===== config.mk =====
export PLATFORM = sky130hd
export DESIGN_NAME = seq_magnitude_comparator
export DESIGN_NICKNAME = d
export VERILOG_FILES = /design/src/rtl/seq_magnitude_comparator.sv
export SDC_FILE = /design/constraint.sdc
export NUM_CORES = 1
export LEC_CHECK = 0
export BUFFER_PORTS_ARGS = -buffer_cell sky130_fd_sc_hd__buf_4
export CORE_MARGIN = 2
export CORE_UTILIZATION = 30
export DETAILED_ROUTE_END_ITERATION = 10
export SLEW_MARGIN = 20
export SYNTH_ARGS = -nofsm -noshare
export SYNTH_HDL_FRONTEND = slang
export SYNTH_SLANG_ARGS = --single-unit

===== constraint.sdc =====
create_clock -name clk -period 2.42 [get_ports clk]
set_input_delay 0.363 -clock clk [delete_from_list [all_inputs] [get_ports clk]]
set_output_delay 0.363 -clock clk [all_outputs]
set_load 0.02 [all_outputs]

===== src/rtl/seq_magnitude_comparator.sv =====
// Multi-cycle magnitude comparator.
//
// Compares two WIDTH-bit operands DIGIT bits per clock, starting with the most
// significant digit. A registered greater/equal cascade carries the running
// result. Signed operands are handled by flipping the sign bit, which maps
// two's-complement ordering onto unsigned ordering.
//
// Ports:
//   clk         in   system clock, rising edge
//   rst_n       in   asynchronous active-low reset
//   start       in   request, accepted only while busy=0
//   signed_mode in   1 = two's-complement compare, sampled with start
//   a, b        in   operands, sampled with start
//   busy        out  compare in progress
//   done        out  one-cycle pulse, result valid
//   gt, eq, lt  out  registered result, held until the next completion
module seq_magnitude_comparator #(
    parameter int unsigned WIDTH      = 32,
    parameter int unsigned DIGIT      = 4,
    parameter bit          EARLY_EXIT = 1'b0
) (
    input  logic             clk,
    input  logic             rst_n,
    input  logic             start,
    input  logic             signed_mode,
    input  logic [WIDTH-1:0] a,
    input  logic [WIDTH-1:0] b,
    output logic             busy,
    output logic             done,
    output logic             gt,
    output logic             eq,
    output logic             lt
);

    localparam int unsigned STEPS = WIDTH / DIGIT;
    localparam int unsigned CNT_W = (STEPS > 1) ? $clog2(STEPS) : 1;
    localparam logic [CNT_W-1:0] LAST_CNT = CNT_W'(STEPS - 1);
    localparam logic [WIDTH-1:0] MSB_MASK = WIDTH'(1) << (WIDTH - 1);

    if ((WIDTH % DIGIT) != 0) begin : g_bad_param
        $error("WIDTH must be a multiple of DIGIT");
    end

    typedef enum logic {
        StIdle,
        StRun
    } state_e;

    state_e           r_state;
    state_e           w_state_next;
    logic [WIDTH-1:0] r_a;
    logic [WIDTH-1:0] r_b;
    logic             r_g;
    logic             r_e;
    logic [CNT_W-1:0] r_cnt;
    logic             r_done;
    logic             r_gt;
    logic             r_eq;
    logic             r_lt;

    logic [31:0]      w_shamt;
    logic [WIDTH-1:0] w_sh_a;
    logic [WIDTH-1:0] w_sh_b;
    logic [DIGIT-1:0] w_dig_a;
    logic [DIGIT-1:0] w_dig_b;
    logic             w_g_next;
    logic             w_e_next;
    logic             w_last;

    // Shift the current digit up to the top so a fixed slice picks it out.
    assign w_shamt  = {{(32 - CNT_W){1'b0}}, r_cnt} * DIGIT;
    assign w_sh_a   = r_a << w_shamt;
    assign w_sh_b   = r_b << w_shamt;
    assign w_dig_a  = w_sh_a[WIDTH-1 -: DIGIT];
    assign w_dig_b  = w_sh_b[WIDTH-1 -: DIGIT];

    // Only the first unequal digit can set g; once e drops, g is frozen.
    assign w_g_next = r_g | (r_e & (w_dig_a > w_dig_b));
    assign w_e_next = r_e & (w_dig_a == w_dig_b);

    always_comb begin
        w_state_next = r_state;
        w_last       = 1'b0;
        unique case (r_state)
            StIdle: begin
                if (start) begin
                    w_state_next = StRun;
                end
            end
            StRun: begin
                w_last = (r_cnt == LAST_CNT) | (EARLY_EXIT & ~w_e_next);
                if (w_last) begin
                    w_state_next = StIdle;
                end
            end
            default: w_state_next = StIdle;
        endcase
    end

    always_ff @(posedge clk or negedge rst_n) begin
        if (!rst_n) begin
            r_state <= StIdle;
            r_a     <= '0;
            r_b     <= '0;
            r_g     <= 1'b0;
            r_e     <= 1'b1;
            r_cnt   <= '0;
            r_done  <= 1'b0;
            r_gt    <= 1'b0;
            r_eq    <= 1'b0;
            r_lt    <= 1'b0;
        end else begin
            r_state <= w_state_next;
            r_done  <= 1'b0;
            if (r_state == StIdle) begin
                if (start) begin
                    // Offset-binary: flipping the sign bit makes signed order unsigned.
                    r_a   <= signed_mode ? (a ^ MSB_MASK) : a;
                    r_b   <= signed_mode ? (b ^ MSB_MASK) : b;
                    r_g   <= 1'b0;
                    r_e   <= 1'b1;
                    r_cnt <= '0;
                end
            end else begin
                r_g   <= w_g_next;
                r_e   <= w_e_next;
                r_cnt <= r_cnt + CNT_W'(1);
                if (w_last) begin
                    r_gt   <= w_g_next;
                    r_eq   <= w_e_next;
                    r_lt   <= ~w_g_next & ~w_e_next;
                    r_done <= 1'b1;
                end
            end
        end
    end

    assign busy = (r_state == StRun);
    assign done = r_done;
    assign gt   = r_gt;
    assign eq   = r_eq;
    assign lt   = r_lt;

endmodule

==> flow_summary.yaml <==
run_status:
  run_status: "completed"
placement:
  dp_hpwl_mm: 5.760
  place.gp.congestion: 0.7946
  place_area_um2: 4110
  io_buffers: 72
clock_network:
  cts_buffer_depth: 2
  postCtsHoldBufs: 0
  cts_made_buffers: 9
  clk-insertion-delay-late_ns: 0.33
  clock-sinks: 74
  root_buffer: "clkbuf_16"
  cts_tree: "yes"
  cts-htree-levels: 3
  clk_pin_slew_ns: 0.06
timing:
  tightestPinTransition_ns: 0.9182
  finClkSkew_ns: 0.004916
  setup_viol: 0
  hold_violations: 0
  tns_ns: 0
  timing.final.crit_share_pct: 96.75
  slew_violations: 0
  slew_headroom_pct: 38.79
  period_needed_ns: 2.341
  max_freq_ghz: 0.4271
  rsz0062_at_grt: "no"
routing:
  drt_iter0_drc: 127
  routedWlPerCell_um: 14.21
  viasPerCell: 4.479
  firstDrtPassIters: 7
  ant_nets: 0
  post-route-drc-count: 0
  vias: 2553
  routed_wl_mm: 8.100
grt:
  grt_util_all_layers_pct: 14.18
  grt_pass1_vias: 2453
  grt_pass1_wl_mm: 12.75
  grt_overflow_total: 0
  antenna_found_initial: 0
  grt_start_max_net_pins: 75
synth:
  yosys.area.top_type: "dfrtp_1"
  synthAdderAreaFrac_pct: 2.212
  ys_async_sr_fraction_pct: 100.0
  ys_seq_area_share_pct: 54.59
  synthXorXnorAreaFrac_pct: 0.5160
  syn_inst: 349
  synth_edf_count: 0
  yosysMostFrequentCell: "nand2_1"
  syn-num-nets: 423
  avgSynthCellArea_um2: 9.726
  synth_warnings: 0
  synthTopCellsByCount: "nand2_1 (198), dfrtp_1 (73), buf_2 (10), mux4_2 (10), o21ai_0 (9)"
  yosysTopAreaCellShare_pct: 53.81
  synth-seq-cells: 74
  synthFlopType: "dfrtp_1"
  synth_compound_area_share_pct: 2.580
  synthesis.area_um2: 3395
  netlist_top_cells_area: "dfrtp_1 (54%), nand2_1 (22%), mux4_2 (6.6%), mux4_1 (4.6%), ha_1 (2.2%)"
  synth_top_family_by_area: "simple AND/OR/NAND/NOR gates"
  synth.area.mux_share_pct: 14.12
  synth-simple-area-share_pct: 22.74
  synth_cell_types: 21
finish:
  seq_area_um2: 1856
  antenna_cells: 0
  nFillCells: 1120
  drive_gt1_share_pct: 29.77
  finalNetCount: 499
  design_area_um2: 4476
  synthToLayoutAreaGrowth_pct: 31.85
  multi_input_area_um2: 1491
floorplan:
  ios: 73
  start_util_pct: 31.04
  fp.dieW_um: 110.4
  die_height_um: 110.4
  coreArea_um2: 10940
  num_rows: 38
  dieArea_um2: 12180
setup_path:
  endpoint_kind: "flop"
  startpoint_type: "flop"
  required_ns: 2.63
  critPathKind: "reg -> reg"
  path_max_fanout: 6
  arrival_ns: 2.55
pwr:
  seqPwrFrac_pct: 37.8
  cellPowerDensity_nw_per_um2: 1349
  p_leak_nw: 2.296
  p_sw_mw: 2.155
  ir_drop_v: 0.0005454
  clockPowerShare_pct: 19.8
  combPwrFrac_pct: 42.5
  switching_share_pct: 35.69
  p_int_mw: 3.884
min_path:
  hp-class: "in -> async"
job:
  max-cap-violations: 0
==> routing by layer <==
layer	wire, µm	share of wire, %	global-route usage [%]	up-vias
met5	0	0	0	-
met4	106	1.3	5.357	0
met3	397	4.9	3.469	9
met2	3673	45	20.25	62
met1	3923	48	20.80	1202
li1	-	-	-	1280
==> power by group through the flow <==
| stage | Clock, mW | Combinational (mW) | Sequential (mW) |
|---|---|---|---|
| 2_1_floorplan | 0 | 1.63 | 2.09 |
| 3_3_place_gp | 0 | 2.06 | 2.29 |
| 3_5_place_dp | 0 | 2.13 | 2.27 |
| 4_1_cts | 1.21 | 2.15 | 2.26 |
| 5_1_grt | 1.27 | 2.85 | 2.35 |
| 6_report | 1.19 | 2.56 | 2.28 |
==> per-stage QoR <==
| step | utilization [%] | hold slack [ns] | setup slack (ns) | std cells | total power [mW] |
|---|---|---|---|---|---|
| 6_report | 40.93 | 0.1786 | 0.07854 | 570 | 6.040 |
| 5_1_grt | 40.93 | 0.2245 | 0.004031 | 570 | 6.478 |
| 4_1_cts | 40.01 | 0.2118 | 0.01031 | 567 | 5.630 |
| 3_5_place_dp | 37.59 | 0.4584 | 0.02833 | 551 | 4.408 |
| 3_3_place_gp | 37.59 | 0.4542 | 0.05334 | 551 | 4.346 |
| 2_1_floorplan | - | 0.06741 | 0.1915 | 349 | 3.716 |
==> kinds of logic (layout without fill, tap and decap cells) <==
family          Yosys count  after routing
simple gates            205            205
compound gates           15             15
flops                    74             74
fa+ha+maj                 6              6
buf+inv                  22            103
xor+xnor                  2              2
mux                      25             25
==> path summary, 6_finish.rpt <==
kind | slack (ns) | from | depth (start not counted) | endpoint
max | 0.08 | r_cnt[0] | 8 | r_g
min | 0.18 | rst_n | 1 | done
max reg2reg | 0.08 | r_cnt[0] | 8 | r_g
min reg2reg | 0.47 | r_b[17] | 2 | r_b[17]
max in group asynchronous | 1.59 | rst_n | 1 | r_cnt[0]
min in group clk | 0.22 | b[29] | 3 | r_b[29]
==> registers in the layout (all words and copies together) (netlist names) <==
register	cells
r_b	32
busy	1
r_e	1
gt	1
r_a	32
r_g	1
eq	1
r_cnt	3
done	1
lt	1
==> placed cells by master, fill, tap and decap left out, types with 2 or more instances in the layout <==
master | netlist | routed
ha_4 | 0 | 2
clkbuf_16 | 0 | 10
buf_4 | 0 | 78
o21ai_0 | 9 | 8
nand2_1 | 198 | 196
mux2_2 | 5 | 5
clkinv_2 | 0 | 3
a21oi_2 | 0 | 2
dfrtp_2 | 0 | 2
buf_6 | 2 | 2
dfrtp_1 | 73 | 71
mux4_1 | 6 | 4
nor2_1 | 5 | 3
ha_1 | 6 | 4
mux2i_1 | 4 | 3
buf_12 | 0 | 2
mux4_2 | 10 | 12
nand2_2 | 0 | 2
xnor2_1 | 2 | 2
inv_1 | 4 | 4
nor2_4 | 0 | 2
clkbuf_1 | 6 | 3
==> final cells by class <==
| cell class | count | share of cell area [%] |
|---|---|---|
| well taps | 140 | 3.914 |
| multi-input cells | 253 | 33.32 |
| flip-flops and latches | 74 | 41.46 |
| clock inverters | 3 | 0.3355 |
| inverters | 4 | 0.3355 |
| clock buffers | 13 | 5.591 |
| repair buffers | 83 | 15.04 |
==> critical path: stages (launching register included) <==
cell and delay (ns):
dfrtp_2 0.43, buf_12 0.14, mux4_1 0.53, mux2_2 0.30
ha_4 0.28, nand2_1 0.09, nor2_4 0.15, nor2_1 0.05
a32o_1 0.26
==> timing repair <==
action,CTS,global route
setup endpoints to repair,0,4
gates resized for setup,0,17
setup buffers,0,2
Note: power is estimated with default switching activity, not from simulation.
